File: config.mk
export PLATFORM = sky130hd
export DESIGN_NAME = mmio_port_bank
export DESIGN_NICKNAME = d
export VERILOG_FILES = /design/src/rtl/mmio_port_bank.sv
export SDC_FILE = /design/constraint.sdc
export NUM_CORES = 1
export LEC_CHECK = 0
export CELL_PAD_IN_SITES_DETAIL_PLACEMENT = 2
export CELL_PAD_IN_SITES_GLOBAL_PLACEMENT = 2
export CORE_ASPECT_RATIO = 0.8
export CORE_UTILIZATION = 33
export DETAILED_ROUTE_END_ITERATION = 10
export PLACE_DENSITY_LB_ADDON = 0.25
export SLEW_MARGIN = 15
export SYNTH_ARGS = -nofsm -noshare
export SYNTH_HDL_FRONTEND = slang
export SYNTH_SLANG_ARGS = --single-unit
File: constraint.sdc
create_clock -name clk -period 4.9 [get_ports clk]
set_input_delay 0.98 -clock clk [delete_from_list [all_inputs] [get_ports clk]]
set_output_delay 0.98 -clock clk [all_outputs]
set_load 0.05 [all_outputs]
File: src/rtl/mmio_port_bank.sv
// rtl/mmio_port_bank.sv - memory-mapped bank of output registers, synchronized input ports and a change-status register
module mmio_port_bank #(
   parameter int               WIDTH         = 32,
   parameter int               N_OUT         = 4,
   parameter int               N_IN          = 4,
   parameter logic [WIDTH-1:0] BASE_ADDR     = 32'h40000000,
   parameter int               IN_OFFSET     = 16,
   parameter int               STATUS_OFFSET = 32
) (
   input  logic                   clk,
   input  logic                   reset,
   input  logic                   wr_en,
   input  logic [WIDTH-1:0]       wr_addr,
   input  logic [2:0]             wr_size,
   input  logic [WIDTH-1:0]       wr_data,
   input  logic                   rd_en,
   input  logic [WIDTH-1:0]       rd_addr,
   input  logic [2:0]             rd_size,
   output logic [WIDTH-1:0]       rd_data,
   output logic                   rd_valid,
   input  logic [N_IN*WIDTH-1:0]  port_in,
   output logic [N_OUT*WIDTH-1:0] port_out,
   output logic [N_OUT-1:0]       wr_pulse
);

   // Lane mask for an access size: byte, half-word, or the full word.
   function automatic logic [WIDTH-1:0] size_mask(input logic [1:0] sz);
      logic [WIDTH-1:0] m;
      case (sz)
         2'd0:    m = WIDTH'(8'hFF);
         2'd1:    m = WIDTH'(16'hFFFF);
         default: m = '1;
      endcase
      return m;
   endfunction

   // Right-aligned extraction of a byte or half-word, sign- or zero-extended.
   function automatic logic [WIDTH-1:0] extract(input logic [WIDTH-1:0] v, input logic [2:0] sz);
      logic [WIDTH-1:0] r;
      case (sz[1:0])
         2'd0:    r = sz[2] ? {{(WIDTH-8){1'b0}}, v[7:0]}   : {{(WIDTH-8){v[7]}}, v[7:0]};
         2'd1:    r = sz[2] ? {{(WIDTH-16){1'b0}}, v[15:0]} : {{(WIDTH-16){v[15]}}, v[15:0]};
         default: r = v;
      endcase
      return r;
   endfunction

   logic [WIDTH-1:0] out_q  [N_OUT];
   logic [WIDTH-1:0] sync1  [N_IN];
   logic [WIDTH-1:0] sync2  [N_IN];
   logic [WIDTH-1:0] prev   [N_IN];
   logic [N_IN-1:0]  flags;
   logic [N_IN-1:0]  chg;
   logic [1:0]       prime_cnt;

   logic [WIDTH-1:0] wr_off;
   logic [WIDTH-1:0] rd_off;
   logic [WIDTH-1:0] wr_mask;
   logic [N_OUT-1:0] wr_sel;
   logic             rd_hit;
   logic             rd_is_status;
   logic [WIDTH-1:0] rd_word;
   logic             status_rd;
   logic             unused_wr_size;

   // Size bit 2 only selects extension on reads; writes never look at it.
   assign unused_wr_size = wr_size[2];

   assign wr_off    = wr_addr - BASE_ADDR;
   assign rd_off    = rd_addr - BASE_ADDR;
   assign wr_mask   = size_mask(wr_size[1:0]);
   assign status_rd = rd_en && rd_is_status;

   for (genvar gi = 0; gi < N_OUT; gi++) begin : g_out
      assign port_out[gi*WIDTH +: WIDTH] = out_q[gi];
   end

   // Decode which output register (if any) the current write targets.
   always_comb begin
      wr_sel = '0;
      for (int i = 0; i < N_OUT; i++) begin
         if (wr_en && (wr_off == WIDTH'(i))) begin
            wr_sel[i] = 1'b1;
         end
      end
   end

   // Read mux: out registers, synchronized inputs and the status word.
   always_comb begin
      rd_hit       = 1'b0;
      rd_is_status = 1'b0;
      rd_word      = '0;
      for (int i = 0; i < N_OUT; i++) begin
         if (rd_off == WIDTH'(i)) begin
            rd_hit  = 1'b1;
            rd_word = out_q[i];
         end
      end
      for (int j = 0; j < N_IN; j++) begin
         if (rd_off == WIDTH'(IN_OFFSET + j)) begin
            rd_hit  = 1'b1;
            rd_word = sync2[j];
         end
      end
      if (rd_off == WIDTH'(STATUS_OFFSET)) begin
         rd_hit       = 1'b1;
         rd_is_status = 1'b1;
         rd_word      = WIDTH'(flags);
      end
   end

   // A change only counts once the synchronizer pipeline holds real samples.
   always_comb begin
      chg = '0;
      for (int j = 0; j < N_IN; j++) begin
         chg[j] = (prime_cnt == 2'd3) && (sync2[j] != prev[j]);
      end
   end

   // Output registers: lane-masked update and a one-cycle strobe per write.
   always_ff @(posedge clk) begin
      if (!reset) begin
         for (int i = 0; i < N_OUT; i++) begin
            out_q[i] <= '0;
         end
         wr_pulse <= '0;
      end else begin
         for (int i = 0; i < N_OUT; i++) begin
            if (wr_sel[i]) begin
               out_q[i] <= (out_q[i] & ~wr_mask) | (wr_data & wr_mask);
            end
         end
         wr_pulse <= wr_sel;
      end
   end

   // Registered read response; the mux sees pre-write register contents.
   always_ff @(posedge clk) begin
      if (!reset) begin
         rd_data  <= '0;
         rd_valid <= 1'b0;
      end else begin
         rd_valid <= rd_en && rd_hit;
         rd_data  <= (rd_en && rd_hit) ? extract(rd_word, rd_size) : '0;
      end
   end

   // Input synchronizers, history register, priming counter and change flags.
   always_ff @(posedge clk) begin
      if (!reset) begin
         for (int j = 0; j < N_IN; j++) begin
            sync1[j] <= '0;
            sync2[j] <= '0;
            prev[j]  <= '0;
         end
         prime_cnt <= 2'd0;
         flags     <= '0;
      end else begin
         for (int j = 0; j < N_IN; j++) begin
            sync1[j] <= port_in[j*WIDTH +: WIDTH];
            sync2[j] <= sync1[j];
            prev[j]  <= sync2[j];
         end
         prime_cnt <= (prime_cnt == 2'd3) ? 2'd3 : prime_cnt + 2'd1;
         // A read returns every flag, so it clears them all; a new change still lands.
         flags     <= status_rd ? chg : (flags | chg);
      end
   end

endmodule

; ---- Yosys cells after proc, flatten, opt, wreduce, memory -nomap -nowiden
; Memory sizes are Yosys's and may differ from the RTL's.
; Index checks and enable logic that the tools add are counted.
[totals]
regBits = 43
elab_cells = 131
latch_bits = 0
mem_count = 4
mem_bits_rw = 512
output_inout_bits = 165
mem_bits_ro = 0
[memory_table]
columns = name, words, word_bits, rd, rd_clocked_by_memory_dff, wr, line_no
row1 = out_q, 4, 32, 4, 0, 4, 48  ; logic [WIDTH-1:0] out_q [N_OUT];
row2 = prev, 4, 32, 4, 0, 4, 51  ; logic [WIDTH-1:0] prev [N_IN];
row3 = sync1, 4, 32, 4, 0, 4, 49  ; logic [WIDTH-1:0] sync1 [N_IN];
row4 = sync2, 4, 32, 4, 0, 4, 50  ; logic [WIDTH-1:0] sync2 [N_IN];
[classes]
magnitude_cmp = 0
eq_ne = 18
multipliers = 0
bitwise_logic = 27
reduce_logical = 15
n_mux = 59
shift = 0
n_addsub = 3
div = 0
[op_table]
columns = cell, count
row1 = $mux 32, 27
row2 = $and 32x32->32, 5
row3 = $eq 32x2->1 const B, 4
row4 = $eq 32x5->1 const B, 4
row5 = $ne 32x32->1, 4
row6 = $or 32x32->32, 4
row7 = $pmux 32 s2, 2
row8 = $eq 32x1->1 const B, 2
row9 = $logic_not 32->1, 2
row10 = $sub 32x31->32 const B, 2
row11 = $eq 32x6->1 const B, 1
row12 = $not 32->32, 1
row13 = $mux 1, 28
row14 = $or 1x1->1, 16
row15 = $logic_and 1x1->1, 10
row16 = $eq 2x1->1 const B, 2
row17 = $logic_not 2->1, 2
row18 = $mux 4, 1
row19 = $or 4x4->4, 1
row20 = $add 2x1->2 const B, 1
row21 = $eq 2x2->1 const B, 1
row22 = $mux 2, 1
row23 = $reduce_and 2->1, 1

; ---- Depth between registers and ports, before layout
[logic_depth]
word_depth = 13
ltp_mapped = 10
ltp_nobuf = 7

; ---- Worst setup path after synthesis
; Ideal clock, no wire load.
[synth_timing]
path_type = input port to flip-flop
start = input port wr_addr[3]
end = memory out_q[3][0], enable pin
setup_time_ns = 0.466
path_buffers = 0
t_arrival_ns = 3.904
cell_stages = 5
required_time_ns = 4.434
setup_slack_ns = 0.530
path_cell_list = nor4b_1 nand4_1 nor2_1 nand2_1 o21ai_0
[synth_rtl]
columns = element, line_no
row1 = start: declaration, 13  ; input logic [WIDTH-1:0] wr_addr,
row2 = end: declaration, 48

; ---- Worst setup path after layout
[layout_timing]
start = input port rd_addr[4]
end = register rd_data[14]
[layout_via]
elab_chain_cells = 13
elab_cells_between_ends = 33
[layout_rtl]
columns = element, line_no
row1 = start: declaration, 17  ; input logic [WIDTH-1:0] rd_addr,
row2 = $sub 32x31->32 (*), 70  ; assign rd_off = rd_addr - BASE_ADDR;
row3 = $logic_not 32->1, 94  ; if (rd_off == WIDTH'(i)) begin
row4 = $mux 32 or $mux 1 (tied branches) (4 in series), 94
row5 = $mux 32 or $mux 1 (tied branches) (4 in series), 100  ; if (rd_off == WIDTH'(IN_OFFSET + j)) begin
row6 = $mux 32 or $mux 1 (tied branches), 105  ; if (rd_off == WIDTH'(STATUS_OFFSET)) begin
row7 = $mux 32 (tied with other cells), 42  ; 2'd1: r = sz[2] ? {{(WIDTH-16){1'b0}}, v[15:0]} : {{(WIDTH-16){v[15]}}, v[15:0]};
row8 = $pmux 32 s2 or $reduce_and 2->1 (tied branches), --
row9 = end signal: assignment, 144  ; rd_data <= (rd_en && rd_hit) ? extract(rd_word, rd_size) : '0;
row10 = end: declaration, 19  ; output logic [WIDTH-1:0] rd_data,
; Every way passes the cells marked *; elsewhere a longest branch is shown, timed or not.
; A chain may end at the register's enable or synchronous reset.

==> out/results.tsv <==
stage	metric	value	unit
run_status	status	finished, final reports clean	
clock_tree	h-tree-depth	2	
yosys	ys_warn_count	0	
yosys	ys_types	69	
critical_path	setup.worst_path.start_class	primary input	
grt	grt_max_degree	124	
clock_tree	cts_made_buffers	57	
floorplan	floorplan.die.width	284	um
critical_path	critPathCaptureType	flip-flop	
critical_path	critPathMaxStageDelay	0.79	ns
floorplan	coreArea	62700	sq um
yosys	syn_nets	2114	
floorplan	die_h	227	um
critical_path	rr_worst_depth	7	
detailed_routing	wl	79000	um
floorplan	die-area	64400	sq um
yosys	avgSynthCellArea	11.1	sq um
layout	final_util	44.1	%
detailed_routing	drc_errors	0	
layout	drive_gt1_share	8.74	%
detailed_routing	vias	16000	
clock_tree	root_buffer	clkbuf_16	
grt	antenna_found_initial	7	
yosys	synth_edf_count	128	
critical_path	cp_max_fo	13	
floorplan	io_pins	399	
clock_tree	clk_path_buf_depth	3	
critical_path	cp_num_cells	8	
critical_path	crit_chain	clkdlybuf4s50_1, nor4_2, buf_4, nand3_1, nor3_1, a222oi_1, a211o_1, a21oi_1	
critical_path	critical_path_arrival	4.15	ns
yosys	synth_area	20900	sq um
grt	grt_pass1_vias	17000	
layout	fin_nets	2492	
grt	grt_usage	24.1	%
place	routabilityCongestion	0.866	
clock_tree	cts_hold_buf	0	
floorplan	rows	82	
timing	setup_tns	0	ns
power_and_ir_drop	p_leak	10.0	nW
clock_tree	ctsResizeCount	0	
detailed_routing	via_per_inst	5.08	
power_and_ir_drop	irDropWorstVdd	252	uV
clock_tree	clock-sinks	555	
timing	max_freq	277	MHz
timing	skew	0.0164	ns
detailed_routing	drt-pass1-iter-count	5	
yosys	yosysSeqAreaShare	59.2	%
yosys	postSynthCellCount	1880	
critical_path	critPathKind	primary input to flip-flop	
critical_path	critPathRequiredTime	5.44	ns
critical_path	endpoint	rd_data[14]$_SDFF_PN0_	
timing	fin_crit_sh	73.8	%
critical_path	worst_path_max_delay_cell	nor3_1	
detailed_routing	ant_nets	0	
place	portBuffers	397	
worst_hold_path	worstHoldPathCells	1	
yosys	synth-main-ff-cell	dfxtp_1	
timing	setup_violations	0	
job	maxCapViolCount	0	
worst_hold_path	min_from	sync1[0][90]$_SDFF_PN0_	
grt	grt_pass1_wl	114000	um
timing	hold_viol_final	0	
floorplan	initial_utilization	33.4	%
detailed_routing	wl_per_cell	25.2	um
power_and_ir_drop	powerDensity	370	nW/um^2
clock_tree	path_clk_slew	0.06	ns
critical_path	critPathLaunch	rd_addr[4]	
critical_path	r2r_slack	2.44	ns
place	hpwlAfterDp	59100	um
timing	slew_headroom	35.5	%
layout	area_delta_synth_final	32.0	%
timing	rsz0062_at_grt	no	
clock_tree	cts_tree	yes	
critical_path	rr_endpoint	rd_data[16]$_SDFF_PN0_	
timing	worst_slew_pin_slew	0.968	ns
timing	final_max_slew_viol_count	0	
timing	hold_slack	0.426	ns
yosys	synth_seq_cells	555	
layout	nFillCells	6301	
clock_tree	clock_latency	0.62	ns
timing	period_needed	3.61	ns
grt	overflow	0	
critical_path	r2r_start	out_q[3][15]$_SDFFCE_PN0P_	
detailed_routing	drt_iter0_markers	1296	
worst_hold_path	hp-class	flip-flop to flip-flop	
critical_path	cp.buffers_inverters	2	
clock_tree	cts_setup_buffers	0	
yosys	async_flop_share	0	%
critical_path	crit_family	simple AND/OR/NAND/NOR gates	
-- worst reg2reg max path, delay by kind of cell, from the launching register on --
| family | cells | cell delay, ns |
|---|---|---|
| AOI/OAI and AO/OA | 4 | 0.79 |
| muxes | 1 | 0.54 |
| DFF | 1 | 0.40 |
| and+or+nand+nor | 1 | 0.32 |
| buffers and inverters | 1 | 0.29 |
-- kinds of logic after synthesis --
group,synth area share (%)
buffers and inverters,2.31
and+or+nand+nor,21.6
muxes,2.97
AOI/OAI and AO/OA,8.59
xor gates and xnor gates,5.36
DFF,59.2
-- cell usage after synthesis, drive strengths merged (5+ instances only) --
library cell	n	share of area [%]
dfxtp	427	41
and2	418	12
edfxtp	128	18
xnor2	128	5.4
a21oi	121	2.9
clkbuf	92	1.7
nand2b	67	2.0
nor2	63	1.1
nand4	51	1.5
nand2	48	0.87
o21ai	36	1.0
nand3	27	0.65
mux2	25	1.3
nor4	22	0.72
o22ai	20	0.60
buf	19	0.51
nor2b	18	0.54
o221ai	15	0.63
o21a	14	0.50
a22o	13	0.54
a22oi	13	0.47
mux4	12	1.3
nor3	10	0.26
inv	8	0.14
or3	8	0.24
mux2i	7	0.33
or2	7	0.21
a211oi	5	0.18
a222oi	5	0.24
a32oi	5	0.25
-- metrics by stage --
step | setup slack (ns) | cells | instance area (sq um) | power, mW
global placement | 0.965 | 3039 | 25800 | 5.98
floorplan | 0.530 | 1880 | 20900 | 5.50
CTS | 1.43 | 3139 | 27600 | 10.3
global route | 1.13 | 3141 | 27600 | 10.6
detailed placement | 0.818 | 3039 | 25800 | 6.01
finish | 1.29 | 3141 | 27600 | 10.2
-- report_power, final --
part	switching, mW	leakage (nW)	internal, mW	total (mW)
sequential	0.151	4.80	4.85	5.00
combinational	0.489	4.34	0.423	0.912
clock	1.88	0.910	2.45	4.32
-- how the worst min path moves through the flow --
stage and to:
6_report sync2[2][26]$_SDFF_PN0_, 5_1_grt sync2[2][26]$_SDFF_PN0_, 4_1_cts sync2[2][26]$_SDFF_PN0_, 3_5_place_dp sync2[1][5]$_SDFF_PN0_, 3_3_place_gp sync2[0][16]$_SDFF_PN0_, 2_1_floorplan sync2[0][0]$_SDFF_PN0_
-- layer usage --
metal	global-route usage [%]	wire, um	vias up
li1	-	-	7211
met1	33.9	36700	8142
met2	38.3	36000	489
met3	3.64	4170	113
met4	7.36	2120	2
met5	0	8	-
-- cell usage in the layout (no fill, tap or decap), types with 11 or more instances in the layout --
cell | synthesis | layout
o21a_1 | 14 | 14
mux2_2 | 25 | 25
dfxtp_1 | 427 | 427
o221ai_1 | 15 | 15
nor2b_1 | 18 | 18
o21ai_0 | 24 | 22
a22oi_1 | 13 | 13
and2_1 | 418 | 418
o22ai_1 | 20 | 20
nand4_1 | 51 | 51
mux4_2 | 12 | 12
nand3_1 | 27 | 27
a21oi_1 | 120 | 120
edfxtp_1 | 128 | 128
clkinv_2 | 0 | 11
nand2b_1 | 67 | 67
xnor2_1 | 128 | 128
nor2_1 | 62 | 61
clkdlybuf4s50_1 | 0 | 393
nand2_1 | 47 | 45
clkbuf_16 | 0 | 60
buf_4 | 1 | 34
a22o_1 | 13 | 13
nor4_1 | 20 | 20
-- state kept, by name, indices dropped and copies added, names as in the netlist --
signal     count
sync1        128
prev         128
rd_data       32
sync2        128
out_q        128
flags          4
wr_pulse       4
prime_cnt      2
rd_valid       1
-- layout make-up --
type                    instances  area (sq um)  share of cell area [%]
diodes                          2          5.00                  0.0181
clock buffers                  77          1640                    5.92
clock inverters                23           204                   0.738
inverters                       8          30.0                   0.109
multi-input cells            1206          8090                    29.3
flip-flops and latches        555         12400                    44.9
well taps                     840          1050                    3.80
repair buffers                430          4210                    15.3
No activity file was read; power rests on OpenSTA's default activity.
